--- src/rtl/pong_ctrl_pkg.sv ---
// Shared definitions for the pong game-sequencing controller:
// FSM state encoding, overlay select codes, counter widths and a BCD helper.
package pong_ctrl_pkg;

    localparam int unsigned SCORE_W = 8;
    localparam int unsigned BALL_W  = 2;
    localparam int unsigned TIMER_W = 8;

    typedef enum logic [1:0] {
        NEWGAME = 2'b00,
        PLAY    = 2'b01,
        NEWBALL = 2'b10,
        OVER    = 2'b11
    } state_t;

    localparam logic [1:0] TXT_SCORE = 2'b00;
    localparam logic [1:0] TXT_RULE  = 2'b01;
    localparam logic [1:0] TXT_OVER  = 2'b10;

    // Two-digit BCD increment; 99 wraps to 00.
    function automatic logic [SCORE_W-1:0] bcd_inc(input logic [SCORE_W-1:0] s);
        logic [3:0] ones;
        logic [3:0] tens;
        ones = s[3:0];
        tens = s[7:4];
        if (ones == 4'd9) begin
            ones = 4'd0;
            tens = (tens == 4'd9) ? 4'd0 : tens + 4'd1;
        end else begin
            ones = ones + 4'd1;
        end
        return {tens, ones};
    endfunction

endpackage

--- src/rtl/pong_frame_timer.sv ---
// Frame-count wait timer used between balls and after game over.
// Ports:
//   clk, reset  - system clock, async active-high reset (count -> 0)
//   load        - reload count with WAIT_FRAMES (has priority over frame_tick)
//   frame_tick  - one-cycle pulse per frame; decrements a nonzero count
//   timer_up    - count has reached zero
module pong_frame_timer
    import pong_ctrl_pkg::*;
#(
    parameter int unsigned WAIT_FRAMES = 120
) (
    input  logic clk,
    input  logic reset,
    input  logic load,
    input  logic frame_tick,
    output logic timer_up
);

    logic [TIMER_W-1:0] count;

    // Load wins over a coincident frame_tick; count parks at zero.
    always_ff @(posedge clk or posedge reset) begin
        if (reset) begin
            count <= '0;
        end else if (load) begin
            count <= TIMER_W'(WAIT_FRAMES);
        end else if (frame_tick && (count != '0)) begin
            count <= count - TIMER_W'(1);
        end
    end

    assign timer_up = (count == '0);

endmodule

--- src/rtl/pong_game_ctrl.sv ---
// Pong game-sequencing controller: serves balls, keeps the BCD score and
// remaining-ball count, and selects ball freeze / text overlay per mode.
// Ports:
//   clk, reset   - system clock, async active-high reset
//   frame_tick   - one-cycle pulse per frame (drives the wait timer)
//   btn[1:0]     - debounced paddle buttons; any bit set counts as pressed
//   hit, miss    - one-cycle ball events from the graphics generator
//   graph_still  - 1 = ball parked at centre
//   text_sel     - overlay select (score / rules / game over)
//   score[7:0]   - two BCD digits, [7:4] = tens
//   balls_left   - balls not yet served
module pong_game_ctrl
    import pong_ctrl_pkg::*;
#(
    parameter int unsigned BALLS       = 3,
    parameter int unsigned WAIT_FRAMES = 120
) (
    input  logic               clk,
    input  logic               reset,
    input  logic               frame_tick,
    input  logic [1:0]         btn,
    input  logic               hit,
    input  logic               miss,
    output logic               graph_still,
    output logic [1:0]         text_sel,
    output logic [SCORE_W-1:0] score,
    output logic [BALL_W-1:0]  balls_left
);

    state_t             state;
    state_t             state_next;
    logic [SCORE_W-1:0] score_next;
    logic [BALL_W-1:0]  balls_next;
    logic               still_next;
    logic [1:0]         text_next;
    logic               load;
    logic               timer_up;
    logic               pressed;

    assign pressed = (btn != 2'b00);

    pong_frame_timer #(
        .WAIT_FRAMES(WAIT_FRAMES)
    ) u_timer (
        .clk       (clk),
        .reset     (reset),
        .load      (load),
        .frame_tick(frame_tick),
        .timer_up  (timer_up)
    );

    // State, counters and mode outputs; mode outputs are registered from the
    // next state so they stay aligned with the state register.
    always_ff @(posedge clk or posedge reset) begin
        if (reset) begin
            state       <= NEWGAME;
            score       <= '0;
            balls_left  <= BALL_W'(BALLS);
            graph_still <= 1'b1;
            text_sel    <= TXT_RULE;
        end else begin
            state       <= state_next;
            score       <= score_next;
            balls_left  <= balls_next;
            graph_still <= still_next;
            text_sel    <= text_next;
        end
    end

    // Next-state, score and ball-count logic.
    always_comb begin
        state_next = state;
        score_next = score;
        balls_next = balls_left;
        load       = 1'b0;
        case (state)
            NEWGAME: begin
                if (pressed) begin
                    state_next = PLAY;
                    balls_next = balls_left - BALL_W'(1);
                end
            end
            PLAY: begin
                if (hit) begin
                    score_next = bcd_inc(score);
                end
                if (miss) begin
                    load       = 1'b1;
                    state_next = (balls_left == '0) ? OVER : NEWBALL;
                end
            end
            NEWBALL: begin
                if (timer_up && pressed) begin
                    state_next = PLAY;
                    balls_next = balls_left - BALL_W'(1);
                end
            end
            OVER: begin
                if (timer_up) begin
                    state_next = NEWGAME;
                    score_next = '0;
                    balls_next = BALL_W'(BALLS);
                end
            end
            default: state_next = NEWGAME;
        endcase
    end

    // Mode decode of the upcoming state.
    always_comb begin
        still_next = 1'b1;
        text_next  = TXT_SCORE;
        case (state_next)
            NEWGAME: text_next  = TXT_RULE;
            PLAY:    still_next = 1'b0;
            NEWBALL: text_next  = TXT_SCORE;
            OVER:    text_next  = TXT_OVER;
            default: text_next  = TXT_RULE;
        endcase
    end

endmodule

--- config.mk ---
export PLATFORM = sky130hd
export DESIGN_NAME = pong_game_ctrl
export DESIGN_NICKNAME = d
export VERILOG_FILES = /design/src/rtl/pong_ctrl_pkg.sv /design/src/rtl/pong_frame_timer.sv /design/src/rtl/pong_game_ctrl.sv
export SDC_FILE = /design/constraint.sdc
export NUM_CORES = 1
export LEC_CHECK = 0
export CAP_MARGIN = 40
export CORE_ASPECT_RATIO = 1.5
export CORE_MARGIN = 10
export CORE_UTILIZATION = 30
export CTS_BUF_LIST = sky130_fd_sc_hd__clkbuf_2
export CTS_CLUSTER_DIAMETER = 120
export DETAILED_ROUTE_END_ITERATION = 16
export GPL_TIMING_DRIVEN = 0
export PLACE_DENSITY = 0.54
export SETUP_SLACK_MARGIN = 0.4
export SYNTH_ARGS = -nofsm -noshare
export SYNTH_HDL_FRONTEND = slang
export SYNTH_SLANG_ARGS = --single-unit
--- constraint.sdc ---
create_clock -name clk -period 4.67 [get_ports clk]
set_input_delay 1.1675 -clock clk [delete_from_list [all_inputs] [get_ports clk]]
set_output_delay 1.1675 -clock clk [all_outputs]
set_load 0.02 [all_outputs]
# After elaboration in Yosys (flattened, before gate mapping)
# Cells that the tools add are included.
[classes] add_sub_neg=4 eq_ne=12 muxes=22 reduce_logical=14
[op_table] cell="$mux W8" n=4
[op_table] cell="$pmux W8 S2" n=1
[op_table] cell="$mux W2" n=7
[op_table] cell="$mux W4" n=3
[op_table] cell="$ne A2 B2 Y1 const B" n=5
[op_table] cell="$add A4 B1 Y4 const B" n=2
[op_table] cell="$eq A4 B4 Y1 const B" n=2
[op_table] cell="$logic_not A8 Y1" n=1
[op_table] cell="$pmux W2 S4" n=1
[op_table] cell="$reduce_and A4 Y1" n=2
[op_table] cell="$reduce_bool A8 Y1" n=1
[op_table] cell="$sub A8 B1 Y8 const B" n=1
[op_table] cell="$eq A2 B2 Y1 const B" n=3
[op_table] cell="$logic_not A2 Y1" n=3
[op_table] cell="$pmux W2 S3" n=1
[op_table] cell="$reduce_bool A2 Y1" n=3
[op_table] cell="$eq A2 B1 Y1 const B" n=2
[op_table] cell="$mux W1" n=4
[op_table] cell="$pmux W2 S2" n=1
[op_table] cell="$reduce_and A3 Y1" n=1
[op_table] cell="$reduce_bool A3 Y1" n=1
[op_table] cell="$logic_and A1 B1 Y1" n=2
[op_table] cell="$sub A2 B1 Y2 const B" n=1
[totals] regBits=23 inputBits=7 output_inout_bits=13 elab_cells=59

# Logic depth before layout (Yosys ltp)
# Gate-level depths: netlist of the first run.
[logic_depth] word_depth=6 ltp_mapped=7 mapped_depth_nobuf=6

# Hierarchy
# Synthesis of the first run repeated with hierarchy kept, for this count alone.
[unflattened] cells_unflattened=139 area_unflattened_um2=1346.3
[by_module_without_submodules] mod="pong_game_ctrl" instances=1 cells_per_inst=91 area_per_inst_um2=848.3 seq_area_each_um2=380.4
[by_module_without_submodules] mod="pong_frame_timer" instances=1 cells_per_inst=48 area_per_inst_um2=498.0 seq_area_each_um2=200.2

# Least setup slack after synthesis of the first run
# OpenSTA, ideal clock, no wires.
[synth_path] kind="input to register" start="input frame_tick" end="register u_timer.count[4]" setup_time_ns=0.124 arrival_ns=1.811 required_ns=4.546 path_slack_ns=2.736 stages=3 n_path_buf=0 cell_sequence="nor3b_1 nand2_1 a211o_1"
[synth_via] elab_chain_cells=2
[synth_rtl] item="start: declaration" line_no="pong_game_ctrl.sv:20" rtl="input logic frame_tick,"
[synth_rtl] item="$logic_and A1 B1 Y1" line_no="pong_frame_timer.sv:27" rtl="end else if (frame_tick && (count != '0)) begin"
[synth_rtl] item="$reduce_bool A2 Y1 (no source line)"
[synth_rtl] item="end signal: assignment" line_no="pong_frame_timer.sv:26" rtl="count <= TIMER_W'(WAIT_FRAMES);"
[synth_rtl] item="end signal: assignment" line_no="pong_frame_timer.sv:28" rtl="count <= count - TIMER_W'(1);"
[synth_rtl] item="end: declaration" line_no="pong_frame_timer.sv:19" rtl="logic [TIMER_W-1:0] count;"
# No other way between the ends.
# A chain may end at the register's enable or synchronous reset.

# Final worst setup path of the first run
[layout_path] start="register balls_left[0]" end="output balls_left[0]"
[layout_lines] item="start: declaration" line_no="pong_game_ctrl.sv:27" rtl="output logic [BALL_W-1:0] balls_left"
[layout_lines] item="start signal: assignment" line_no="pong_game_ctrl.sv:58" rtl="balls_left <= BALL_W'(BALLS);"
[layout_lines] item="start signal: assignment" line_no="pong_game_ctrl.sv:64" rtl="balls_left <= balls_next;"
# No word-level cell between the ends.

==> summary.md, run 1 <==
| Metric | Value |
|---|---|
| Run status | `finished clean` |
| Via count | `roughly 1100` |
| Fin worst setup slack | `around 1.9 ns` |
| Layout net count | `176` |
| Io pins | `20` |
| Rows | `29` |
| H-tree depth | `1` |
| Top-area cell type share of the netlist area | `36.0%` |
| Final period util | `58.3%` |
| Crit start category | `flip-flop` |
| Post-Syn Area | `roughly 1300 sq um` |
| DIE WIDTH | `74.2 microns` |
| Dpl cell area | `1590 sq um` |
| RePlAce Congestion | `0.834` |
| Final clock skew | `0.0139 ns` |
| Die Y | `101 microns` |
| Hpwl dp | `2400 microns` |
| Setup TNS | `0 ns` |
| Synthesized flop and latch total | `23` |
| TritonCTS clock tree | `done` |
| First-pass GRT wire length | `slightly above 5000 microns` |
| Count leader, synth | `dfrtp_1` |
| Post-Syn Instances | `137` |
| Buf+Inv Stages, Crit Path | `1` |
| Main synth FF type | `dfrtp_1` |
| Place WS | `between 1.5 and 2 ns` |
| Drt first pass iters | `4` |
| Max Buffers Root-to-Sink | `2` |
| CP Capture Type | `primary output` |
| Max-cap violations | `0` |
| Hold Path Cell Cnt | `2` |
| Clock sink count | `23` |
| Port Buffer Count | `19` |
| Worst Hold Class | `flip-flop to flip-flop` |
| Netlist cell types | `48` |
| Post-CTS setup buffers | `0` |
| Critical-path cell list | `clkdlybuf4s50_1` |
| Async SR Flop Fraction | `100%` |
| Layout cells sized above 1 | `11.2%` |
| Syn Area/Cell | `9.65 sq um` |
| Post-DR vias/cell | `5.27` |
| Antenna cells | `0` |
| CTS buffer count | `3` |
| Area of the multi-input gates | `682 sq um` |
| Clk Latency, worst-skew pair | `0.35 ns` |
| Post-route cell area | `1610 sq um` |
| Total GRT Usage | `around 8%` |
| Antenna violations before repair | `0` |
| Post-route ant nets | `0` |
| Req. time, crit path | `3.50 ns` |
| WHS Endpoint | `balls_left[0]$_DFFE_PP1P_` |
| Slew HR | `66.0%` |
| Max Freq | `367 MHz` |
| Min cycle time layout | `2.72 ns` |
| Max VDD drop | `0.214 mV` |
| Drt total wl | `3020 microns` |
| Yosys warnings | `0` |
| WL/cell | `14.6 microns` |
| # resized after CTS | `0` |
| Worst EP arrival | `about 1.6 ns` |
| Max FO, Critical Path | `5` |
| Crit Path Category | `flip-flop to primary output` |
| Core area | `4250 sq um` |
| Synthesized Nets | `approximately 150` |
| Delay-heaviest family, CP | `flip-flops` |
| R2R Path End | `score[2]$_DFFE_PP0P_` |
| Area grow syn2layout | `21.4%` |
| CTS root buf | `clkbuf_2` |
| Final setup violating endpoints | `0` |
| Power Dens Cells | `471 nW/um^2` |
| Worst-margin pin slew | `0.509 ns` |
| Register area share after synthesis | `43.9%` |
| HP Start | `balls_left[0]$_DFFE_PP1P_` |
| Commonest cells post-synth | `dfrtp_1 (19), nor2_1 (11), inv_1 (10)` |
| Total grt overflow | `0` |
| Crit-path slowest cell | `dfstp_2` |
| Area contributors post-synth | `dfrtp_1 (36%), dfstp_2 (7.9%), ha_1 (6.6%)` |
| Leak | `0.668 nW` |
| DR iter-0 viols | `78` |
| Overall power | `0.756 mW` |
| CP peak stage delay | `0.61 ns` |
| Hold buffers post-CTS | `0` |
| Fillcell total | `445` |
| Flop-to-flop setup slack | `around 2.7 ns` |
| CTS clock-pin slew for the worst setup and hold paths | `0.22 ns` |
| FF/Latch Area | `581 sq um` |
| Die area | `7520 sq um` |
| RSZ-0062 raised after global routing | `no` |
| Remaining DRCs | `0` |
| Vias in the first global route | `1111` |
| Initial Utilization | `31.2%` |
| Hold_ws | `0.562 ns` |
| Final Hold Viols | `0` |
| Worst Reg-to-Reg Cells | `7` |
| Yosys top cell by area | `dfrtp_1` |
| Max Slew Vio Count | `0` |
| Crit Reg-Reg Startpoint | `u_timer.count[0]$_DFFE_PP0P_` |
| Post-synth EDFFs | `0` |
| Largest net degree at the start of global routing | `16` |
per-layer routing:
metal | GRT usage, % | share of wire, % | vias to the layer above
li1 | - | - | 541
met1 | 8.94 | 41 | 534
met2 | 14.9 | 54 | 12
met3 | 1.57 | 3.9 | 4
met4 | 3.25 | 1.2 | 0
met5 | 0 | 0 | -
how the worst max path moves through the flow:
stage	cells past startpoint	start	slack, ns	endpoint
4_1_cts	1	balls_left[0]$_DFFE_PP1P_	1.91	balls_left[0]
3_5_place_dp	4	frame_tick	1.99	u_timer.count[4]$_DFFE_PP0P_
5_1_grt	1	balls_left[0]$_DFFE_PP1P_	1.88	balls_left[0]
6_report	1	balls_left[0]$_DFFE_PP1P_	1.95	balls_left[0]
3_3_place_gp	4	frame_tick	1.99	u_timer.count[4]$_DFFE_PP0P_
2_1_floorplan	3	frame_tick	2.74	u_timer.count[4]$_DFFE_PP0P_
layout by cell type (no fill, tap or decap), types with 2 or more instances in the layout:
master           count
o21ai_0              5
xnor2_1              2
clkbuf_1             2
xor2_1               4
clkdlybuf4s50_1     19
nand2b_1             2
nor4_1               2
nand4_1              3
o21ai_1              3
nand2_1              9
nand3_1              6
dfrtp_1             19
nor3b_1              2
or3_1                2
dfstp_2              4
o2bb2ai_1            3
clkbuf_2             4
nor3_1               5
a31oi_1              2
inv_1               10
nor2_1              11
a22o_1               2
a21o_1               2
a21oi_1              5
ha_1                 7
cell type report:
class | count | share of cell area (%)
clock buffers | 4 | 1.25
inverters | 11 | 2.57
flip-flops and latches | 23 | 36.2
multi-input cells | 100 | 42.5
plain buffers | 3 | 1.17
well taps | 46 | 3.59
repair buffers | 20 | 12.8
through the flow:
stage,util [%],cells
CTS,37.8,207
detailed placement,37.3,203
global placement,37.0,202
floorplan,-,137
global route,37.8,207
finish,37.8,207
sequential cells by signal, summed over array words and instances (netlist names):
| register | flops |
|---|---|
| text_sel | 2 |
| graph_still | 1 |
| u_timer.count | 8 |
| state | 2 |
| balls_left | 2 |
| score | 8 |
kinds of logic after synthesis:
group           Yosys count  share of synthesized area [%]
compound gates           35                           19.0
xor+xnor                  6                           3.97
fa+ha+maj                 7                           6.62
buf+inv                  14                           4.54
flops                    23                           43.9
simple gates             52                           21.9
power breakdown:
| group | switching [mW] | total [mW] | internal, mW |
|---|---|---|---|
| sequential | 0.0702 | 0.339 | 0.268 |
| clock | 0.0639 | 0.0865 | 0.0226 |
| combinational | 0.182 | 0.331 | 0.149 |
| total | 0.316 | 0.756 | 0.440 |
Note: power is estimated with default switching activity, not from simulation.
==> run 2, diff against run 1 <==
--- a/config.mk
+++ b/config.mk
@@ -13,7 +13,7 @@
 export CTS_CLUSTER_DIAMETER = 120
 export DETAILED_ROUTE_END_ITERATION = 16
 export GPL_TIMING_DRIVEN = 0
-export PLACE_DENSITY = 0.54
+export PLACE_DENSITY = 0.56
 export SETUP_SLACK_MARGIN = 0.4
 export SYNTH_ARGS = -nofsm -noshare
 export SYNTH_HDL_FRONTEND = slang
==> constraint.sdc (replaced) <==
create_clock -name clk -period 2.41 [get_ports clk]
set_input_delay 0.6025 -clock clk [delete_from_list [all_inputs] [get_ports clk]]
set_output_delay 0.6025 -clock clk [all_outputs]
set_load 0.02 [all_outputs]
==> run 2 against run 1 <==
Hold slack worse by 0.074 ns; clock skew down 0.0026 ns; combinational power rose by 99%; final area grew 1.6%; wire length up 0.96%; die area stayed put; clock power up 90%; largest cell class unchanged.
==> summary.md, run 2 (synthesized netlist as in run 1, its figures left out) <==
| Metric | Value |
|---|---|
| Run status | `finished clean` |
| Crit-path slowest cell | `clkdlybuf4s50_1` |
| Drt total wl | `3050 microns (+0.96%)` |
| Final Hold Viols | `0 (unchanged)` |
| Via count | `1111 (+1.8%)` |
| Place WS | `0.282 ns (-1.71 ns)` |
| RSZ-0062 raised after global routing | `yes` |
| Die Y | `101 microns (unchanged)` |
| Final setup violating endpoints | `0 (unchanged)` |
| Fin worst setup slack | `0.501 ns (-1.45 ns)` |
| Crit start category | `flip-flop` |
| Antenna violations before repair | `0 (unchanged)` |
| Max FO, Critical Path | `1 (-4)` |
| Slew HR | `64.2% (-1.9 points)` |
| Max Slew Vio Count | `0 (unchanged)` |
| H-tree depth | `1 (unchanged)` |
| Rows | `29 (unchanged)` |
| Remaining DRCs | `0 (unchanged)` |
| Worst-margin pin slew | `0.538 ns (+0.0282 ns)` |
| Clock power share | `11.0% (-0.4 points)` |
| Post-DR vias/cell | `5.27 (about the same)` |
| CP peak stage delay | `0.60 ns (about the same)` |
| DIE WIDTH | `74.2 microns (unchanged)` |
| Pint | `0.858 mW (+95%)` |
| Delay-heaviest family, CP | `buffers and inverters` |
| Critical-path cell list | `clkdlybuf4s50_1` |
| Max VDD drop | `0.472 mV (+120%)` |
| Max-cap violations | `0 (unchanged)` |
| Core area | `4250 sq um (unchanged)` |
| Crit Path Category | `flip-flop to primary output` |
| Hpwl dp | `2390 microns (-0.47%)` |
| Most frequent cells in the layout | `dfrtp_1 (17), dlygate4sd2_1 (12), nor2_1 (11)` |
| Worst EP arrival | `1.31 ns (-0.25 ns)` |
| Io pins | `20 (unchanged)` |
| Max Buffers Root-to-Sink | `2 (unchanged)` |
| Share of total power in sequential cells | `44.6% (-0.2 points)` |
| Port Buffer Count | `19 (unchanged)` |
| First-pass GRT wire length | `5180 microns (+1.9%)` |
| Sw Pwr | `0.630 mW (+99%)` |
| Buf+Inv Stages, Crit Path | `1 (unchanged)` |
| Area grow syn2layout | `23.4%` |
| Initial Utilization | `31.2% (unchanged)` |
| Final clock skew | `0.0113 ns (-0.00259 ns)` |
| Max Freq | `524 MHz` |
| WL/cell | `14.5 microns (-0.95%)` |
| Clock sink count | `23 (unchanged)` |
| Final period util | `79.2%` |
| Setup TNS | `0 ns (unchanged)` |
| Net Sw Frac | `42.3% (+0.57 points)` |
| Vias in the first global route | `1114 (+0.27%)` |
| Commonest non-fill, non-tap cell in the layout | `dfrtp_1` |
| Req. time, crit path | `1.81 ns (-1.69 ns)` |
| Leak | `0.721 nW (+8.0%)` |
| DR iter-0 viols | `44 (-44%)` |
| Largest net degree at the start of global routing | `16 (unchanged)` |
| Drt first pass iters | `4 (unchanged)` |
| Total GRT Usage | `8.45% (+0.23 points)` |
| RePlAce Congestion | `0.779 (-6.5%)` |
| Worst Hold Class | `primary input to async pin` |
| CTS root buf | `clkbuf_2` |
| Largest regs | `score (8), u_timer.count (8)` |
| Clk Latency, worst-skew pair | `0.35 ns (about the same)` |
| TritonCTS clock tree | `done` |
| Power share of the combinational group | `44.4% (+0.6 points)` |
| Layout cells sized above 1 | `15.2% (+4.0 points)` |
| CP Capture Type | `primary output` |
| Post-route ant nets | `0 (unchanged)` |
| CTS clock-pin slew for the worst setup and hold paths | `0.22 ns (about the same)` |
| Layout net count | `180 (+2.3%)` |
| Fillcell total | `458 (+2.9%)` |
| Min cycle time layout | `approximately 1.9 ns` |
| CTS buffer count | `3 (unchanged)` |
| Antenna cells | `0 (unchanged)` |
| Die area | `7520 sq um (unchanged)` |
| Total grt overflow | `0 (unchanged)` |
| Power Dens Cells | `912 nW/um^2 (+94%)` |
[run 2: changes by cell type in the layout (fill, tap and decap cells not counted), sizes merged]
| cell | change |
|---|---|
| clkdlybuf4s50 | -12 |
| dlygate4sd2 | +12 |
| buf | +4 |
[run 2: through the flow]
step / hold WS (ns) / instance area (sq um) / power (mW) / utilization (%) / std cells
floorplan: 0.521 / 1320 / 1.08 / - / 137
global placement: 0.540 / 1570 / 1.29 / 37.0 / 202
detailed placement: 0.540 / 1590 / 1.32 / 37.3 / 203
CTS: 0.502 / 1600 / 1.47 / 37.7 / 208
global route: 0.500 / 1630 / 1.62 / 38.4 / 211
finish: 0.488 / 1630 / 1.49 / 38.4 / 211
[run 2: area by class of cell]
| class | count | area, sq um | share of cell area, % |
|---|---|---|---|
| Buffer | 3 | 18.8 | 1.15 |
| Clock buffer | 4 | 20.0 | 1.23 |
| Inverter | 11 | 41.3 | 2.53 |
| Multi-Input combinational cell | 100 | 691 | 42.3 |
| Sequential cell | 23 | 583 | 35.7 |
| Tap cell | 46 | 57.6 | 3.53 |
| Timing Repair Buffer | 24 | 220 | 13.5 |
[run 2: final timing paths]
| kind | start | depth (start not counted) | slack (ns) | endpoint |
|---|---|---|---|---|
| setup / recovery | text_sel[1]$_DFF_PP0_ | 1 | 0.50 | text_sel[1] |
| hold / removal | reset | 2 | 0.49 | u_timer.count[7]$_DFFE_PP0P_ |
| setup reg to reg | u_timer.count[0]$_DFFE_PP0P_ | 7 | 0.50 | score[2]$_DFFE_PP0P_ |
| hold reg to reg | balls_left[0]$_DFFE_PP1P_ | 2 | 0.55 | balls_left[0]$_DFFE_PP1P_ |
| max in group asynchronous | reset | 3 | 1.40 | graph_still$_DFF_PP1_ |
| min in group clk | balls_left[0]$_DFFE_PP1P_ | 2 | 0.55 | balls_left[0]$_DFFE_PP1P_ |
[run 2: timing repair]
item                                    CTS  global route
endpoints found under the setup margin   13             9
buffers inserted                          1             3
pin swaps                                 0             2
cloned                                    0             0
gates resized for setup                  14             2
hold buffers                              0             0
[run 2: metal layers]
metal / vias up / wire, microns / track usage [%]
li1: 547 / - / -
met1: 545 / 1250 / 9.52
met2: 14 / 1630 / 15.1
met3: 5 / 125 / 1.47
met4: 0 / 47 / 3.39
met5: - / 0 / 0
[run 2: power by group through the flow]
| stage | Clock, mW | Combinational, mW | Sequential [mW] |
|---|---|---|---|
| after floorplan | 0 | 0.388 | 0.694 |
| after global placement | 0 | 0.635 | 0.659 |
| after detailed placement | 0 | 0.647 | 0.669 |
| after CTS | 0.173 | 0.640 | 0.656 |
| after global routing | 0.183 | 0.748 | 0.687 |
| final | 0.164 | 0.660 | 0.663 |
==> run 3, diff against run 2 <==
--- a/config.mk
+++ b/config.mk
@@ -13,7 +13,7 @@
 export CTS_CLUSTER_DIAMETER = 120
 export DETAILED_ROUTE_END_ITERATION = 16
 export GPL_TIMING_DRIVEN = 0
-export PLACE_DENSITY = 0.56
+export PLACE_DENSITY = 0.54
 export SETUP_SLACK_MARGIN = 0.4
 export SYNTH_ARGS = -nofsm -noshare
 export SYNTH_HDL_FRONTEND = slang
==> constraint.sdc (replaced) <==
create_clock -name clk -period 1.9 [get_ports clk]
set_input_delay 0.475 -clock clk [delete_from_list [all_inputs] [get_ports clk]]
set_output_delay 0.475 -clock clk [all_outputs]
set_load 0.02 [all_outputs]
==> run 3 against run 2 <==
Global-route usage grew 0.51 points; via count is 9.8% higher; clock-buffer cell count unchanged; critical endpoint is now score[6]$_DFFE_PP0P_; sequential power rose by 26%; register-to-register slack worse by 0.46 ns; clock skew up 0.019 ns; wire length up 20%; combinational power is 79% higher; final area up 15%; flip-flop and latch count unchanged; highest routed layer unchanged; final cell count up 9.0%; sequential share of layout area shrank 4.5 points.
==> summary.md, run 3 (synthesized netlist as in run 1, its figures left out) <==
| Metric | Value |
|---|---|
| RePlAce Congestion | `0.849 (+9.0%)` |
| Largest net degree at the start of global routing | `13 (-3)` |
| CTS buffer count | `3 (unchanged)` |
| GR Util met1 | `9.17% (-0.35 points)` |
| Layout net count | `199 (+11%)` |
| Worst-margin pin slew | `0.495 ns (-0.0422 ns)` |
| Layout cells sized above 1 | `41.3% (+26 points)` |
| Antenna cells | `0 (unchanged)` |
| Final Hold Viols | `0 (unchanged)` |
| Core area | `4250 sq um (unchanged)` |
| Drt total wl | `3660 microns (+20%)` |
| Layout Utilization | `44.1% (+5.7 points)` |
| Max Buffers Root-to-Sink | `2 (unchanged)` |
| Run status | `finished clean` |
| Leak | `0.826 nW (+14%)` |
| H-tree depth | `1 (unchanged)` |
| Min cycle time layout | `~1.9 ns` |
| DIE WIDTH | `74.2 microns (unchanged)` |
| Post-DR vias/cell | `5.30 (+0.74%)` |
| Rows | `29 (unchanged)` |
| Power Dens Cells | `1190 nW/um^2 (+31%)` |
| Fillcell total | `426 (-7.0%)` |
| Hpwl dp | `2410 microns (+1.0%)` |
| Final clock skew | `0.0308 ns (+0.0194 ns)` |
| CTS root buf | `clkbuf_2` |
| Remaining DRCs | `0 (unchanged)` |
| Final setup violating endpoints | `0 (unchanged)` |
| Antenna violations before repair | `0 (unchanged)` |
| Die Y | `101 microns (unchanged)` |
| Crit Path Category | `flip-flop to flip-flop` |
| CTS clock-pin slew for the worst setup and hold paths | `0.25 ns (+0.03 ns)` |
| GR Util met3 | `1.66% (+0.20 points)` |
| Via count | `1220 (+9.8%)` |
| DR iter-0 viols | `34 (-23%)` |
| Final period util | `97.6%` |
| Worst EP arrival | `2.12 ns (+0.81 ns)` |
| Commonest non-fill, non-tap cell in the layout | `buf_4` |
| Grt peak-use layer | `met2` |
| Port Buffer Count | `19 (unchanged)` |
| Die area | `7520 sq um (unchanged)` |
| Drt first pass iters | `4 (unchanged)` |
| Max Freq | `~540 MHz` |
| Area grow syn2layout | `41.6%` |
| Max Slew Vio Count | `0 (unchanged)` |
| First-pass GRT wire length | `5440 microns (+5.1%)` |
| Met2 Resource Use GR | `16.8% (+1.7 points)` |
| WL/cell | `15.9 microns (+9.9%)` |
| TritonCTS clock tree | `done` |
| RSZ-0062 raised after global routing | `yes` |
| Total grt overflow | `0 (unchanged)` |
| Max-cap violations | `0 (unchanged)` |
| Req. time, crit path | `2.17 ns (+0.36 ns)` |
| Clk Latency, worst-skew pair | `0.37 ns (+0.02 ns)` |
| Most frequent cells in the layout | `buf_4 (22), dfrtp_1 (16), nor2_1 (11)` |
| Crit start category | `flip-flop` |
| Flop-to-flop setup slack | `0.04 ns (-0.46 ns)` |
| Largest regs | `score (8), u_timer.count (8)` |
| Slew HR | `66.9% (+2.8 points)` |
| Setup TNS | `0 ns (unchanged)` |
| Post-route ant nets | `0 (unchanged)` |
| Clock sink count | `23 (unchanged)` |
| Total GRT Usage | `8.95% (+0.51 points)` |
| Io pins | `20 (unchanged)` |
| Worst Hold Class | `primary input to async pin` |
| Max FO, Critical Path | `5 (+4)` |
| CP Capture Type | `flip-flop` |
| Vias in the first global route | `1189 (+6.7%)` |
| Initial Utilization | `31.2% (unchanged)` |
| Max VDD drop | `0.657 mV (+39%)` |
## run 3: cell count changes in the layout (fill, tap and decap cells not counted), sizes merged
| cell | delta |
|---|---|
| dlymetal6s2s | +1 |
| clkdlybuf4s50 | -2 |
| dlygate4sd2 | -12 |
| buf | +32 |
## run 3: area by class of cell
class | instances | area, sq um | area share, %
Multi-Input combinational cell | 100 | 800 | 42.7
Sequential cell | 23 | 584 | 31.2
Timing Repair Buffer | 43 | 350 | 18.7
Tap cell | 46 | 57.6 | 3.07
Inverter | 11 | 41.3 | 2.20
Clock buffer | 4 | 20.0 | 1.07
Buffer | 3 | 20.0 | 1.07
## run 3: worst paths after layout
| path | startpoint | endpoint | cells after the start |
|---|---|---|---|
| max | u_timer.count[0]$_DFFE_PP0P_ | score[6]$_DFFE_PP0P_ | 7 |
| min | reset | score[3]$_DFFE_PP0P_ | 2 |
| max reg2reg | u_timer.count[0]$_DFFE_PP0P_ | score[6]$_DFFE_PP0P_ | 7 |
| min reg2reg | balls_left[0]$_DFFE_PP1P_ | balls_left[0]$_DFFE_PP1P_ | 2 |
| max in group asynchronous | reset | balls_left[1]$_DFFE_PP1P_ | 3 |
| min in group clk | frame_tick | u_timer.count[1]$_DFFE_PP0P_ | 2 |
## run 3: per-layer routing
metal	wire length (microns)	share of wire, %	vias up
met3	121	3.3	4
met4	41	1.1	0
li1	-	-	590
met1	1370	37	610
met2	2130	58	16
met5	0	0	-
## run 3: worst max-delay path: stages, from the launching register on
cell	delay [ns]
dfrtp_1	0.46
inv_2	0.09
ha_4	0.13
or4b_4	0.45
buf_6	0.15
nor3_4	0.21
o21ai_4	0.10
a21o_1	0.16
## run 3: where the power goes
group          internal [mW]  switching (mW)  leakage (nW)  total, mW
Combinational          0.563           0.615         0.537       1.18
Sequential             0.663           0.175         0.272      0.838
Clock                 0.0556           0.164        0.0166      0.219
## run 3: per-stage QoR
stage          instances  setup slack (ns)  hold slack [ns]  power, mW  instance area, sq um
2_1_floorplan        137             0.135            0.474       1.37                  1320
3_3_place_gp         202            -0.104            0.539       1.64                  1570
3_5_place_dp         203           -0.0742            0.534       1.67                  1590
4_1_cts              222            0.0595            0.419       2.04                  1720
5_1_grt              230          -0.00462            0.462       2.38                  1870
6_report             230            0.0448            0.378       2.24                  1870
## run 3: timing repair
item / in CTS / in global routing
hold buffers: 0 / 0
buffers inserted: 15 / 8
resized for setup: 64 / 26
pin swaps: 8 / 10
setup endpoints to repair: 36 / 29
